[config.mk]
export PLATFORM = sky130hd
export DESIGN_NAME = mem_ctrl
export DESIGN_NICKNAME = d
export VERILOG_FILES = /design/src/rtl/mem_ctrl_pkg.sv /design/src/rtl/mem_ctrl.sv
export SDC_FILE = /design/constraint.sdc
export NUM_CORES = 1
export LEC_CHECK = 0
export CAP_MARGIN = 20
export CORE_AREA = 5 5 133 135
export DETAILED_ROUTE_END_ITERATION = 6
export DIE_AREA = 0 0 138 140
export DONT_BUFFER_PORTS = 1
export SLEW_MARGIN = 0
export SYNTH_ARGS = -nofsm -noshare
export SYNTH_HDL_FRONTEND = slang
export SYNTH_SLANG_ARGS = --single-unit
[constraint.sdc]
create_clock -name clk -period 2.5 [get_ports clk]
set_input_delay 0.125 -clock clk [delete_from_list [all_inputs] [get_ports clk]]
set_output_delay 0.125 -clock clk [all_outputs]
set_load 0.005 [all_outputs]
[src/rtl/mem_ctrl_pkg.sv]
// Shared encodings for the byte-serial memory controller: FSM states,
// access owners, LSB size codes and the default I/O address window.
package mem_ctrl_pkg;

  typedef enum logic [1:0] {
    MC_IDLE = 2'd0,
    MC_RD   = 2'd1,
    MC_WR   = 2'd2
  } mc_state_e;

  typedef enum logic {
    OWN_IF  = 1'b0,
    OWN_LSB = 1'b1
  } owner_e;

  localparam logic [1:0] SZ_B = 2'b00;
  localparam logic [1:0] SZ_H = 2'b01;
  localparam logic [1:0] SZ_W = 2'b10;

  localparam logic [1:0] IO_ADDR_HI_DEF = 2'b11;

  // Size code 11 is treated as a word.
  function automatic logic [2:0] byte_count(input logic [1:0] size);
    logic [2:0] n;
    case (size)
      SZ_B:    n = 3'd1;
      SZ_H:    n = 3'd2;
      default: n = 3'd4;
    endcase
    return n;
  endfunction

endpackage

[src/rtl/mem_ctrl.sv]
// Byte-serial RAM/IO port arbiter between instruction fetch and the LSB:
// round-robin grant, little-endian assembly, flush abort of reads.
module mem_ctrl
  import mem_ctrl_pkg::*;
#(
  parameter logic [1:0] IO_ADDR_HI = IO_ADDR_HI_DEF
) (
  input  logic        clk,
  input  logic        rst_in_n,
  input  logic        rdy_in,
  input  logic        flush,
  input  logic        if_req,
  input  logic [31:0] if_addr,
  output logic        if_done,
  output logic [31:0] if_data,
  input  logic        lsb_req,
  input  logic        lsb_wr,
  input  logic [31:0] lsb_addr,
  input  logic [1:0]  lsb_size,
  input  logic [31:0] lsb_wdata,
  output logic        lsb_done,
  output logic [31:0] lsb_data,
  input  logic [7:0]  mem_din,
  output logic [7:0]  mem_dout,
  output logic [31:0] mem_a,
  output logic        mem_wr,
  input  logic        io_buffer_full
);

  mc_state_e   state_q, state_d;
  owner_e      owner_q, owner_d;
  owner_e      last_q, last_d;
  logic [31:0] base_q, base_d;
  logic [2:0]  cnt_q, cnt_d;
  logic [2:0]  n_q, n_d;
  logic [31:0] asm_q, asm_d;
  logic        if_done_q, if_done_d;
  logic        lsb_done_q, lsb_done_d;
  logic [31:0] if_data_q, if_data_d;
  logic [31:0] lsb_data_q, lsb_data_d;

  logic        if_elig, lsb_elig, pick_lsb, io_stall;
  logic [1:0]  cap_idx;
  logic [31:0] asm_cap, byte_addr;

  assign if_elig   = if_req  && !if_done_q  && !flush;
  assign lsb_elig  = lsb_req && !lsb_done_q && !flush;
  assign pick_lsb  = lsb_elig && (!if_elig || last_q == OWN_IF);
  assign io_stall  = (base_q[17:16] == IO_ADDR_HI) && io_buffer_full;
  assign byte_addr = base_q + {29'd0, cnt_q};

  // One-cycle RAM latency: at cnt=k the byte on mem_din belongs to address k-1.
  assign cap_idx = cnt_q[1:0] - 2'd1;
  always_comb begin
    asm_cap = asm_q;
    asm_cap[{cap_idx, 3'b000} +: 8] = mem_din;
  end

  always_comb begin
    state_d    = state_q;
    owner_d    = owner_q;
    last_d     = last_q;
    base_d     = base_q;
    cnt_d      = cnt_q;
    n_d        = n_q;
    asm_d      = asm_q;
    if_done_d  = if_done_q;
    lsb_done_d = lsb_done_q;
    if_data_d  = if_data_q;
    lsb_data_d = lsb_data_q;
    if (rdy_in) begin
      if_done_d  = 1'b0;
      lsb_done_d = 1'b0;
      unique case (state_q)
        MC_IDLE: begin
          if (if_elig || lsb_elig) begin
            owner_d = pick_lsb ? OWN_LSB : OWN_IF;
            last_d  = pick_lsb ? OWN_LSB : OWN_IF;
            base_d  = pick_lsb ? lsb_addr : if_addr;
            n_d     = pick_lsb ? byte_count(lsb_size) : 3'd4;
            cnt_d   = '0;
            asm_d   = '0;
            state_d = (pick_lsb && lsb_wr) ? MC_WR : MC_RD;
          end
        end
        MC_RD: begin
          if (flush) begin
            state_d = MC_IDLE;
            cnt_d   = '0;
          end else begin
            if (cnt_q != 3'd0) asm_d = asm_cap;
            if (cnt_q == n_q) begin
              state_d = MC_IDLE;
              if (owner_q == OWN_LSB) begin
                lsb_done_d = 1'b1;
                lsb_data_d = asm_cap;
              end else begin
                if_done_d = 1'b1;
                if_data_d = asm_cap;
              end
            end else begin
              cnt_d = cnt_q + 3'd1;
            end
          end
        end
        MC_WR: begin
          if (!io_stall) begin
            if (cnt_q == n_q - 3'd1) begin
              lsb_done_d = 1'b1;
              state_d    = MC_IDLE;
            end else begin
              cnt_d = cnt_q + 3'd1;
            end
          end
        end
        default: state_d = MC_IDLE;
      endcase
    end
  end

  always_comb begin
    mem_a    = '0;
    mem_dout = '0;
    mem_wr   = 1'b0;
    if (state_q == MC_RD && cnt_q != n_q) begin
      mem_a = byte_addr;
    end else if (state_q == MC_WR) begin
      mem_a    = byte_addr;
      mem_dout = lsb_wdata[{cnt_q[1:0], 3'b000} +: 8];
      mem_wr   = rdy_in && !io_stall;
    end
  end

  always_ff @(posedge clk or negedge rst_in_n) begin
    if (!rst_in_n) begin
      state_q    <= MC_IDLE;
      owner_q    <= OWN_IF;
      last_q     <= OWN_LSB;
      base_q     <= '0;
      cnt_q      <= '0;
      n_q        <= '0;
      asm_q      <= '0;
      if_done_q  <= 1'b0;
      lsb_done_q <= 1'b0;
      if_data_q  <= '0;
      lsb_data_q <= '0;
    end else begin
      state_q    <= state_d;
      owner_q    <= owner_d;
      last_q     <= last_d;
      base_q     <= base_d;
      cnt_q      <= cnt_d;
      n_q        <= n_d;
      asm_q      <= asm_d;
      if_done_q  <= if_done_d;
      lsb_done_q <= lsb_done_d;
      if_data_q  <= if_data_d;
      lsb_data_q <= lsb_data_d;
    end
  end

  assign if_done  = if_done_q;
  assign lsb_done = lsb_done_q;
  assign if_data  = if_data_q;
  assign lsb_data = lsb_data_q;

endmodule

=== Word level (Yosys, flattened, before mapping) ===
Cells that the tools add are included.

* Register bits: 140
* Input port bits: 114
* Output and inout bits: 107
* Logic and storage cells: 102

* Add/subtract/negate cells: 5
* Equal/unequal tests: 15
* Shift operators: 3
* Muxes and demuxes: 38
* Bitwise gates (word level): 3
* Reductions and logical operators: 27

{| class="wikitable"
|+ Operators with widths
! kind !! count
|-
| 32-bit 2-to-1 mux || 6
|-
| 32-bit case mux with 2 select lines || 1
|-
| 32-bit by 3-bit adder with 32-bit output || 1
|-
| 32-bit bitwise mux || 1
|-
| 8-bit by 7-bit variable shift with 32-bit output (first input constant) || 1
|-
| 32-bit by 6-bit indexed part select with 8-bit output || 1
|-
| 8-bit by 7-bit indexed part select with 32-bit output || 1
|-
| 5-bit AND reduction || 4
|-
| 3-bit 2-to-1 mux || 6
|-
| 8-bit 2-to-1 mux || 2
|-
| 1-bit 2-to-1 mux || 12
|-
| 2-bit 2-to-1 mux || 6
|-
| 2-bit inequality test (second input constant) || 6
|-
| 1-bit logical AND || 9
|-
| 3-bit case mux with 3 select lines || 1
|-
| 5-bit negation with 7-bit output || 1
|-
| 3-bit equality test || 2
|-
| 3-bit inequality test (second input constant) || 2
|-
| 2-bit case mux with 3 select lines || 1
|-
| 3-bit case mux with 2 select lines || 1
|-
| 6-bit AND reduction || 1
|-
| 3-bit nonzero test || 2
|-
| 1-bit logical NOT || 5
|-
| 2-bit by 1-bit equality test with 1-bit output (second input constant) || 2
|-
| 11 further kinds || 16
|}

=== Longest topological paths before layout ===
* Depth in word-level cells: 10
* Mapped depth: 10
* Depth with buffers taken out: 7

=== Least setup slack after synthesis ===
No wires, ideal clock.

* Kind: flip-flop to flip-flop
* From: register cnt_q[0]
* To: register asm_q[16]
* Setup time: 0.067 ns
* Arrival time: 2.317 ns
* Required time: 2.433 ns
* Path slack: 0.116 ns
* Cell stages (with the launch flop): 9
* Buffers on the path: 3
* Period minus slack after synthesis: 2.384 ns
* Path through: dfrtp_1 buf_6 buf_2 inv_1 ha_1 nor3_1 and3_1 buf_2 a22o_1

* Word-level cells in the longest chain between the ends: 7
* Elaborated cells on any way between the ends: 11
* Classes of those cells: add/sub: 2; eq/ne: 1; shift: 2; mux: 4; reduce/logical: 2

{| class="wikitable"
|+ RTL lines
! what !! RTL line !! text
|-
| start: declaration || mem_ctrl.sv:34 || <nowiki>logic [2:0] cnt_q, cnt_d;</nowiki>
|-
| start signal: assignment || mem_ctrl.sv:152 || <nowiki>cnt_q <= cnt_d;</nowiki>
|-
| 2-bit by 1-bit subtractor with 2-bit output || mem_ctrl.sv:53 || <nowiki>assign cap_idx = cnt_q[1:0] - 2'd1;</nowiki>
|-
| 5-bit negation with 7-bit output || mem_ctrl.sv:56 || <nowiki>asm_cap[{cap_idx, 3'b000} +: 8] = mem_din;</nowiki>
|-
| 8-bit by 7-bit indexed part select with 32-bit output or 8-bit by 7-bit variable shift with 32-bit output (tied branches) || mem_ctrl.sv:56 ||
|-
| 32-bit bitwise mux || mem_ctrl.sv:56 ||
|-
| 32-bit 2-to-1 mux || mem_ctrl.sv:91 || <nowiki>if (cnt_q != 3'd0) asm_d = asm_cap;</nowiki>
|-
| 32-bit 2-to-1 mux || mem_ctrl.sv:87 || <nowiki>if (flush) begin</nowiki>
|-
| 32-bit case mux with 2 select lines || mem_ctrl.sv:74 || <nowiki>unique case (state_q)</nowiki>
|-
| end signal: assignment || mem_ctrl.sv:154 || <nowiki>asm_q <= asm_d;</nowiki>
|-
| end: declaration || mem_ctrl.sv:36 || <nowiki>logic [31:0] asm_q, asm_d;</nowiki>
|}

Parallel ways exist; a longest one is shown, timed or not. The select of a mux whose other input is x is not followed.
A chain may end at the register's enable or synchronous reset.

=== Worst setup path after layout ===
* From: register base_q[0]
* To: output port mem_a[14]

* Word-level cells in the longest chain between the ends: 3

{| class="wikitable"
|+ RTL lines
! what !! RTL line !! text
|-
| start: declaration || mem_ctrl.sv:33 || <nowiki>logic [31:0] base_q, base_d;</nowiki>
|-
| start signal: assignment || mem_ctrl.sv:151 || <nowiki>base_q <= base_d;</nowiki>
|-
| 32-bit by 3-bit adder with 32-bit output * || mem_ctrl.sv:50 || <nowiki>assign byte_addr = base_q + {29'd0, cnt_q};</nowiki>
|-
| 32-bit 2-to-1 mux || mem_ctrl.sv:127 || <nowiki>end else if (state_q == MC_WR) begin</nowiki>
|-
| 32-bit 2-to-1 mux * || mem_ctrl.sv:125 || <nowiki>if (state_q == MC_RD && cnt_q != n_q) begin</nowiki>
|-
| end: declaration || mem_ctrl.sv:25 || <nowiki>output logic [31:0] mem_a,</nowiki>
|}

Every way passes the cells marked *; elsewhere a longest branch is shown, timed or not.

==> metrics.yaml <==
status: "finished with violations"
violations: "hold timing"
fin_tns_setup_ps: 0
cts_tree: "yes"
area_growth_pct: 21.94
totalWireLength_mm: 20.50
cts.reportedPaths.clkPinSlew_ps: 70
cp.arrival_ps: 2280
synth_area_um2: 7415
final-hold-violation-count: 140
crit_path_start_kind: "flip-flop"
clkPwrFrac_pct: 26.3
ir_drop_mv: 0.5634
cts_made_buffers: 17
yosysSeqAreaShare_pct: 47.27
final_common_cell: "dfrtp_1"
grt_pass1_vias: 6147
vias: 5968
power.internal_mw: 5.914
die_w_um: 138
core_area_um2: 16350
grt_use_total_pct: 21.12
power_switching_mw: 3.830
grt_overflow: 0
leakage_nw: 4.077
die-area_um2: 19320
remaining_drc_errors: 0
clock_skew_ps: 16.48
drt_iter0_drc: 286
end_kind: "primary output"
period_share_pct: 96.38
layout_common_cells: "dfrtp_1 (136), nor2_1 (99), a21oi_1 (83), dlygate4sd3_1 (75), nand2_1 (50)"
nets: 952
r2r_slack_ps: 300
wl_per_cell_um: 19.40
ys_ff_latch: 140
diodes: 0
drt-vias-per-instance: 5.646
fin_area_um2: 9041
synthCells: 760
fmax_mhz: 415.0
h-tree-depth: 4
ys.flop_type: "dfrtp_1"
root_buffer: "clkbuf_16"
final-max-slew-violation-count: 0
drv_cap: 0
synth_nets: 888
avgSynthCellArea_um2: 9.756
dpl.cell_count: 945
grt_max_degree: 141
cp_max_fo: 8
place_area_um2: 7592
netSwitchingFraction_pct: 39.31
slew_headroom_pct: 25.76
start_util_pct: 45.35
r2r_cells: 7
rows: 47
synth_async_sr_flop_share_pct: 100.0
setup_viol: 0
clkSinkCount: 140
clk_path_buf_depth: 2
nFillCells: 1418
die_y_um: 140
yosys_warnings: 0
grt_pass1_wl_mm: 33.10
layout.cells.non_filler: 1057
seqPwrFrac_pct: 40.6
cts_hold_buffers: 75
required_ps: 2380
drive_above_1_share_pct: 12.90
power_frac_comb_pct: 33.1
hpwl_mm: 13.60
r2r_end: "if_data[3]"
period_needed_ps: 2410
crit-reg2reg-launch: "cnt_q[0]"
worst_pin_slew_ps: 1114
clk_latency_ps: 430
io_buffers: 0
grt_antenna_before_repair: 0
ant_nets: 0
num_io_pins: 221
synth_cell_types: 54
place.gp.congestion: 0.8929
path_class: "flip-flop to primary output"
p_per_area_nw_per_um2: 1078
synth_edf_count: 0
min_path_type: "input pin to async pin"
drt_pass1_iterations: 5
hold_slack_ps: -595.5
-- cells by family (layout without fill, tap and decap cells) --
group / Yosys count / count (layout) / share of synthesized area [%]
xor+xnor: 31 / 31 / 3.848
buf+inv: 69 / 146 / 4.607
compound gates: 197 / 197 / 16.44
mux: 44 / 44 / 7.324
simple gates: 265 / 265 / 18.06
fa+ha+maj: 14 / 14 / 2.464
flops: 140 / 140 / 47.27
-- cell type report --
cell class	count	area [µm²]	share of cell area, %
tap	220	275.3	3.045
clock buffer	17	425.4	4.705
clock inverter	15	173.9	1.924
timing repair buffer	98	968.4	10.71
inverter	16	60.06	0.6643
sequential	140	3508	38.80
multi-input combinational	551	3630	40.15
-- worst max-delay path by stage --
| stage | startpoint | end | slack, ps |
|---|---|---|---|
| final | base_q[0] | mem_a[14] | 90 |
| after detailed placement | cnt_q[1] | mem_a[20] | 230 |
| after floorplan | cnt_q[0] | asm_q[16] | 120 |
| after global routing | cnt_q[0] | mem_a[20] | -10 |
| after CTS | cnt_q[0] | mem_a[24] | -2 |
| after global placement | cnt_q[1] | mem_a[20] | 310 |
-- power by group through the flow --
stage	clock network, mW	registers [mW]	logic (mW)
global placement	0	3.96	2.95
finish	2.56	3.96	3.22
global route	2.73	4.09	3.63
detailed placement	0	4.00	3.05
floorplan	0	3.74	2.38
CTS	2.61	3.96	3.18
-- sequential cells by signal, summed over array words and instances, names as in the netlist, 2 cells and up --
| register | count |
|---|---|
| base_q | 32 |
| cnt_q | 3 |
| state_q | 2 |
| asm_q | 32 |
| if_data | 32 |
| n_q | 3 |
| lsb_data | 32 |
-- cell usage after synthesis (all sizes together) (2+ instances only) --
master | n | area [µm²]
ha | 13 | 162.7
nor4 | 4 | 55.05
nand4b | 3 | 26.28
buf | 36 | 217.7
a21oi | 103 | 579.3
nor3 | 8 | 40.04
mux2i | 34 | 340.3
o21ai | 46 | 230.2
clkbuf | 17 | 63.81
dfrtp | 139 | 3478
nand3 | 13 | 65.06
inv | 16 | 60.06
nand2b | 3 | 18.77
and4 | 5 | 43.79
nor2 | 100 | 375.4
xnor2 | 9 | 78.83
xor2 | 21 | 183.9
mux4 | 8 | 180.2
nand4 | 15 | 100.1
a21o | 3 | 22.52
or3 | 3 | 23.77
nor4b | 2 | 30.03
and2 | 3 | 18.77
mux2 | 2 | 22.52
nand3b | 2 | 15.01
and3 | 17 | 106.4
a22o | 32 | 280.3
a211oi | 2 | 15.01
nand2 | 50 | 187.7
nor2b | 35 | 219.0
a22oi | 2 | 15.01
-- per-layer routing --
layer  up-vias  share of wire (%)  wire length (µm)  track usage [%]
li1       2796                  -                 -                -
met1      2926                 43              8776            26.66
met2       211                 48              9816            33.56
met3        35                7.0              1432            7.873
met4         0                2.3               478            7.384
met5         -                  0                 0                0
-- worst max-delay path, cell delays in order, from the launching register on --
cell and delay, ps:
dfrtp_1 390, ha_2 210, fa_2 370, a21oi_2 190
nand4b_1 150, buf_6 160, nor3_1 80, xnor2_1 140
nor2_1 170
-- per-stage QoR --
step	utilization (%)	power (mW)	setup slack [ps]	hold WS [ps]
after floorplan	-	6.126	115.7	-170.6
after global placement	46.44	6.915	308.4	-159.5
after detailed placement	46.44	7.046	234.2	-159.4
after CTS	54.89	9.761	-2.446	-615.6
after global routing	55.30	10.45	-13.62	-623.4
final	55.30	9.743	90.45	-595.5
-- timing repair --
action / in CTS / in global routing
endpoints found under the setup margin: 15 / 32
pin swaps: 1 / 5
hold endpoints to repair: 273 / 140
gates resized for setup: 5 / 10
buffers inserted: 2 / 3
Note: power is estimated with default switching activity, not from simulation.
